$ cat config.mk
export PLATFORM = sky130hd
export DESIGN_NAME = mem_access_stage_flat
export DESIGN_NICKNAME = d
export VERILOG_FILES = /design/src/rtl/mem_access_stage_if.sv /design/src/rtl/mem_access_stage.sv /design/src/flat_wrapper.sv
export SDC_FILE = /design/constraint.sdc
export NUM_CORES = 1
export LEC_CHECK = 0
export ABC_AREA = 0
export BUFFER_PORTS_ARGS = -buffer_cell sky130_fd_sc_hd__buf_2
export CAP_MARGIN = 0
export CORE_ASPECT_RATIO = 1.5
export CORE_MARGIN = 4
export CORE_UTILIZATION = 45
export CTS_BUF_LIST = sky130_fd_sc_hd__clkbuf_4 sky130_fd_sc_hd__clkbuf_8
export CTS_CLUSTER_SIZE = 16
export DETAILED_ROUTE_END_ITERATION = 10
export PLACE_DENSITY = 0.83
export SLEW_MARGIN = 5
export SYNTH_ARGS = -nofsm -noshare
export SYNTH_HDL_FRONTEND = slang
export SYNTH_SLANG_ARGS = --single-unit
$ cat constraint.sdc
create_clock -name clk -period 2.6 [get_ports clk]
set_clock_uncertainty 0.1 [all_clocks]
set_input_delay 0.26 -clock clk [delete_from_list [all_inputs] [get_ports clk]]
set_output_delay 0.26 -clock clk [all_outputs]
set_load 0.01 [all_outputs]
$ cat src/rtl/mem_access_stage_if.sv
// mem_access_stage_if: data-memory request/acknowledge bus between the MEM stage and data memory
// master (stage): drives dm_req, dm_we, dm_addr, dm_wdata; samples dm_ack, dm_rdata
// slave (memory): the reverse
interface mem_access_stage_if #(parameter int DATA_W = 8);
  logic              dm_req;
  logic              dm_we;
  logic              dm_ack;
  logic [DATA_W-1:0] dm_addr;
  logic [DATA_W-1:0] dm_wdata;
  logic [DATA_W-1:0] dm_rdata;
  modport master (output dm_req, dm_we, dm_addr, dm_wdata, input dm_ack, dm_rdata);
  modport slave  (input dm_req, dm_we, dm_addr, dm_wdata, output dm_ack, dm_rdata);
endinterface

$ cat src/rtl/mem_access_stage.sv
// mem_access_stage: EX/MEM consumer doing loads/stores over a req/ack bus, stalling upstream, feeding MEM/WB
// clk, rst (async, active-low); EX/MEM fields in; dm bus via mem_access_stage_if.master;
// mem_stall/mem_err status out; wb_* MEM/WB fields out.
// Define MEM_TIMEOUT_EN to abort an access after MAX_WAIT unacknowledged cycles (mem_err pulse).
module mem_access_stage #(
  parameter int DATA_W   = 8,
  parameter int MAX_WAIT = 15
) (
  input  logic              clk,
  input  logic              rst,
  input  logic [DATA_W-1:0] pc_plus1,
  input  logic [DATA_W-1:0] Rd2,
  input  logic [1:0]        RegDistidx,
  input  logic [DATA_W-1:0] ALU_res,
  input  logic              MemRead,
  input  logic              MemWrite,
  input  logic [1:0]        MemToReg,
  input  logic              RegWrite,
  input  logic [DATA_W-1:0] IP,
  mem_access_stage_if.master dm,
  output logic              mem_stall,
  output logic              mem_err,
  output logic [DATA_W-1:0] wb_pc_plus1,
  output logic [DATA_W-1:0] wb_alu_res,
  output logic [DATA_W-1:0] wb_mem_data,
  output logic [DATA_W-1:0] wb_ip,
  output logic [1:0]        wb_RegDistidx,
  output logic [1:0]        wb_MemToReg,
  output logic              wb_RegWrite
);
  typedef enum logic {IDLE, ACCESS} state_t;
  state_t            state, state_n;
  logic              memop, timeout;
  logic [DATA_W-1:0] l_pc, l_ip;
  logic [1:0]        l_idx, l_mtr;
  logic              l_rw;
  if (MAX_WAIT < 1) begin : g_bad_max_wait
    $error("MAX_WAIT must be at least 1");
  end
  assign memop = MemRead | MemWrite;
`ifdef MEM_TIMEOUT_EN
  localparam int CW = $clog2(MAX_WAIT + 1);
  logic [CW-1:0] cnt;
  // cnt holds the number of ACCESS cycles already spent, so cnt==MAX_WAIT-1 marks the last allowed one
  assign timeout = (state == ACCESS) && !dm.dm_ack && (cnt == CW'(MAX_WAIT - 1));
  always_ff @(posedge clk or negedge rst) begin
    if (!rst) begin
      cnt     <= '0;
      mem_err <= 1'b0;
    end else begin
      cnt     <= (state == ACCESS) ? cnt + CW'(1) : '0;
      mem_err <= timeout;
    end
  end
`else
  assign timeout = 1'b0;
  assign mem_err = 1'b0;
`endif
  always_ff @(posedge clk or negedge rst) begin
    if (!rst) state <= IDLE;
    else      state <= state_n;
  end
  // stall is gated by rst so an asserted reset releases the pipeline immediately
  always_comb begin
    state_n   = (state == IDLE) ? (memop ? ACCESS : IDLE) : ((dm.dm_ack | timeout) ? IDLE : ACCESS);
    mem_stall = rst & ((state == IDLE) ? memop : (~dm.dm_ack & ~timeout));
  end
  always_ff @(posedge clk or negedge rst) begin
    if (!rst) begin
      dm.dm_req     <= 1'b0;
      dm.dm_we      <= 1'b0;
      dm.dm_addr    <= '0;
      dm.dm_wdata   <= '0;
      l_pc          <= '0;
      l_ip          <= '0;
      l_idx         <= '0;
      l_mtr         <= '0;
      l_rw          <= 1'b0;
      wb_pc_plus1   <= '0;
      wb_alu_res    <= '0;
      wb_mem_data   <= '0;
      wb_ip         <= '0;
      wb_RegDistidx <= '0;
      wb_MemToReg   <= '0;
      wb_RegWrite   <= 1'b0;
    end else if (state == IDLE && memop) begin
      dm.dm_req   <= 1'b1;
      dm.dm_we    <= MemWrite;
      dm.dm_addr  <= ALU_res;
      dm.dm_wdata <= Rd2;
      l_pc        <= pc_plus1;
      l_ip        <= IP;
      l_idx       <= RegDistidx;
      l_mtr       <= MemToReg;
      l_rw        <= RegWrite;
      wb_RegWrite <= 1'b0;
    end else if (state == IDLE) begin
      wb_pc_plus1   <= pc_plus1;
      wb_alu_res    <= ALU_res;
      wb_mem_data   <= '0;
      wb_ip         <= IP;
      wb_RegDistidx <= RegDistidx;
      wb_MemToReg   <= MemToReg;
      wb_RegWrite   <= RegWrite;
    end else if (dm.dm_ack | timeout) begin
      // dm_addr still holds the latched ALU result, so it doubles as the wb_alu_res source
      dm.dm_req     <= 1'b0;
      wb_pc_plus1   <= l_pc;
      wb_alu_res    <= dm.dm_addr;
      wb_mem_data   <= dm.dm_ack ? (dm.dm_we ? '0 : dm.dm_rdata) : '1;
      wb_ip         <= l_ip;
      wb_RegDistidx <= l_idx;
      wb_MemToReg   <= l_mtr;
      wb_RegWrite   <= dm.dm_ack & l_rw;
    end else begin
      wb_RegWrite <= 1'b0;
    end
  end
endmodule

$ cat src/flat_wrapper.sv
// flat-port wrapper written by rule: the top's interface ports become plain ports
module mem_access_stage_flat 
#(
  parameter int DATA_W   = 8,
  parameter int MAX_WAIT = 15
)
  (clk, rst, pc_plus1, Rd2, RegDistidx, ALU_res, MemRead, MemWrite, MemToReg, RegWrite, IP, mem_stall, mem_err, wb_pc_plus1, wb_alu_res, wb_mem_data, wb_ip, wb_RegDistidx, wb_MemToReg, wb_RegWrite, dm_dm_req, dm_dm_we, dm_dm_addr, dm_dm_wdata, dm_dm_ack, dm_dm_rdata);
  mem_access_stage_if #(.DATA_W(DATA_W)) dm_i ();
  input  logic clk;
  input  logic rst;
  input  logic [DATA_W-1:0] pc_plus1;
  input  logic [DATA_W-1:0] Rd2;
  input  logic [1:0] RegDistidx;
  input  logic [DATA_W-1:0] ALU_res;
  input  logic MemRead;
  input  logic MemWrite;
  input  logic [1:0] MemToReg;
  input  logic RegWrite;
  input  logic [DATA_W-1:0] IP;
  output logic mem_stall;
  output logic mem_err;
  output logic [DATA_W-1:0] wb_pc_plus1;
  output logic [DATA_W-1:0] wb_alu_res;
  output logic [DATA_W-1:0] wb_mem_data;
  output logic [DATA_W-1:0] wb_ip;
  output logic [1:0] wb_RegDistidx;
  output logic [1:0] wb_MemToReg;
  output logic wb_RegWrite;
  output wire logic [$bits(dm_i.dm_req)-1:0] dm_dm_req;
  output wire logic [$bits(dm_i.dm_we)-1:0] dm_dm_we;
  output wire logic [$bits(dm_i.dm_addr)-1:0] dm_dm_addr;
  output wire logic [$bits(dm_i.dm_wdata)-1:0] dm_dm_wdata;
  input wire logic [$bits(dm_i.dm_ack)-1:0] dm_dm_ack;
  input wire logic [$bits(dm_i.dm_rdata)-1:0] dm_dm_rdata;
  assign dm_dm_req = dm_i.dm_req;
  assign dm_dm_we = dm_i.dm_we;
  assign dm_dm_addr = dm_i.dm_addr;
  assign dm_dm_wdata = dm_i.dm_wdata;
  assign dm_i.dm_ack = dm_dm_ack;
  assign dm_i.dm_rdata = dm_dm_rdata;
  mem_access_stage #(.DATA_W(DATA_W), .MAX_WAIT(MAX_WAIT)) u_core (.clk(clk), .rst(rst), .pc_plus1(pc_plus1), .Rd2(Rd2), .RegDistidx(RegDistidx), .ALU_res(ALU_res), .MemRead(MemRead), .MemWrite(MemWrite), .MemToReg(MemToReg), .RegWrite(RegWrite), .IP(IP), .dm(dm_i), .mem_stall(mem_stall), .mem_err(mem_err), .wb_pc_plus1(wb_pc_plus1), .wb_alu_res(wb_alu_res), .wb_mem_data(wb_mem_data), .wb_ip(wb_ip), .wb_RegDistidx(wb_RegDistidx), .wb_MemToReg(wb_MemToReg), .wb_RegWrite(wb_RegWrite));
endmodule
==> impl_results.md <==
- Least-Margin Pin Slew: 0.959 ns
- Worst Setup Path Type: reg2out
- CP max FO: 27
- Most frequent cells in the layout: 104 x buf_2, 76 x dfrtp_1, 38 x mux2_2
- Die height: 116 microns
- CP Capture Type: output pin
- Routed wire length: 8480 microns
- Synth area leader: dfrtp_1
- DRC: 0
- Critical path's slowest cell: dfrtp_2
- Hold buffers post-CTS: 0
- CTS Root Cell: clkbuf_8
- Post-synthesis sequential area ratio: 54.8%
- Nets@finish: 425
- Total grt overflow: 0
- Wire length per cell: 17.6 microns
- Starting density of the core: 46.2%
- Clock Sinks: 77
- Cell Rows: 39
- Synth Instances: 277
- Worst-path cell chain: buf_4 -> nand2_1 -> and3_1 -> buf_2
- Max frequency: 0.442 GHz
- Finished Layout Cells: 482
- Yosys top cell area share: 54.8%
- Clock slew at reported path FFs: 0.08 ns
- Port bufs: 105
- RePlAce Congestion: 0.765
- Final Util: 57.2%
- Yosys Warn Count: 0
- Ant. Diodes: 0
- Routed vias: 2,646
- Worst setup SP type: flip-flop
- Ratio of cells with drive above 1 in the final layout: 53.4%
- Final HPWL from detailed placement: 5850 microns
- Pwr Density: 852 mW/mm^2
- Maximum number of pins on one net before global-route repair: 78
- Max incr delay on CP: 0.58 ns
- Hold WC Path Type: in2reg
- Worst-Skew Late Latency: 0.34 ns
- Total GRT Usage: 18.7%
- Sum of negative setup slack: 0 ns
- Vias per cell: 5.49
- Final setup violation count: 0
- GRT met2 Usage: 30.9%
- Tcrit/Tclk final: 86.9%
- Die area: 0.00932 sq mm
- CP arrival: 1.90 ns
- Post-CTS setup buffer count: 0
- Drt pass-1 iters: 4
- Vias in the first global route: 2,773
- Synth Area per Inst: 12.7 sq um
- Die width: 80.2 microns
- First-pass GRT wire length: 13,400 microns
- Min cycle time layout: 2.26 ns
- H-tree Lvls: 3
- Slew HR: 36.1%
- Count of different cell masters after synthesis: 22
- Clock tree buffer depth: 2
- Global Route met1 Usage: 23.0%
- RSZ-0062 raised after global routing: no
- Cells after DPL: 466
- CTS tree: built
- Synth area leaders: dfrtp_1 55%, mux2_2 12%, a221oi_2 12%, nor4_1 5.0%, a21oi_1 4.1%
- Most common cell after layout, fill and taps aside: buf_2
- Core Footprint: 0.00761 sq mm
- Critical Path RT: 2.24 ns
- Syn nets: 327
- Max-Cap Viols: 0
- Final Max Tran Viols: 0
- Mapped Area: 0.00351 sq mm
- Fin. Hold Viols: 0
- Top Ports: 107
- Outcome: completed
- Detail Route Antenna Nets: 0
- Maximum vdd drop: 0.472 mV
- Layout area overhead: 23.9%
- Leak: 1.99 nW
- DRT iter0 DRCs: 212
- Yosys reg bits: 77
- Inserted Clock Buffers: 9
- GRT busiest layer: met2
- # resized after CTS: 0
- FILL cells: 656
- Initial antenna violation count: 0
- GRT met3 Usage: 3.86%
layer usage:
layer / vias up / share of wire [%]
met1: 1314 / 42
met2: 89 / 50
met3: 19 / 5.1
met4: 0 / 2.9
li1: 1224 / -
met5: - / 0
cells by family (layout without fill, tap and decap cells):
group,count (synthesis),count (layout),synth area share (%)
other cells,1,1,0.107
compound gates,67,67,18.8
flops,77,77,54.8
mux,38,38,12.2
buf+inv,59,162,7.94
simple gates,35,35,6.12
state kept, by name, indices dropped and copies added, names as in the netlist:
name / flops
u_core.wb_alu_res: 8
u_core.wb_RegWrite: 1
u_core.state: 1
u_core.wb_MemToReg: 2
u_core.l_rw: 1
u_core.dm.dm_req: 1
u_core.dm.dm_wdata: 8
u_core.l_mtr: 2
u_core.wb_RegDistidx: 2
u_core.l_ip: 8
u_core.wb_pc_plus1: 8
u_core.wb_mem_data: 8
u_core.dm.dm_addr: 8
u_core.l_idx: 2
u_core.wb_ip: 8
u_core.l_pc: 8
u_core.dm.dm_we: 1
synth_stat cells (all sizes together):
library cell  count
dfrtp            77
mux2             38
a21oi            29
inv              29
a221oi           28
nor4             28
buf              16
clkbuf           14
a32o              8
a22o              1
and2              1
and3              1
and3b             1
conb              1
nand2             1
nor2              1
nor3              1
o21bai            1
or3               1
worst paths after layout:
kind / from / end / slack (ns) / cells past startpoint
worst min register to register: u_core.dm.dm_wdata[5] / u_core.dm.dm_wdata[5] / 0.41 / 1
max in group asynchronous: rst / u_core.state / 1.64 / 2
min in group asynchronous: rst / u_core.wb_pc_plus1[2] / 0.08 / 2
worst max register to register: u_core.state / u_core.wb_mem_data[7] / 0.70 / 3
worst min-delay path: dm_dm_rdata[2] / u_core.wb_mem_data[2] / 0.03 / 2
worst max-delay path: u_core.state / mem_stall / 0.34 / 4
per-stage QoR:
step | instance area, sq um | power (mW) | worst slack (ns) | hold WS, ns
global route | 4350 | 3.92 | 0.201 | 0.0113
floorplan | 3510 | 2.24 | 0.910 | -0.136
detailed placement | 4110 | 2.64 | 0.709 | 0.384
global placement | 4110 | 2.59 | 0.756 | 0.379
finish | 4350 | 3.71 | 0.339 | 0.0273
CTS | 4350 | 3.74 | 0.341 | 0.0170
where the power goes:
group	total (mW)	switching (mW)	internal, mW
sequential	1.64	0.165	1.47
clock	1.10	0.439	0.662
combinational	0.973	0.501	0.472
total	3.71	1.10	2.61
critical path, delay by kind of cell, from the launching register on:
family,cells,cell delay [ns]
flip-flops,1,0.58
buffers and inverters,2,0.48
AND/OR/NAND/NOR,2,0.49
cell type report:
type	count	area, sq um	area share (%)
Inverter	29	109	2.50
Clock inverter	6	110	2.53
Timing Repair Buffer	117	618	14.2
Sequential cell	77	1930	44.3
Multi-Input combinational cell	141	1320	30.4
Tap cell	102	128	2.93
Clock buffer	10	138	3.16
Note: power is estimated with default switching activity, not from simulation.
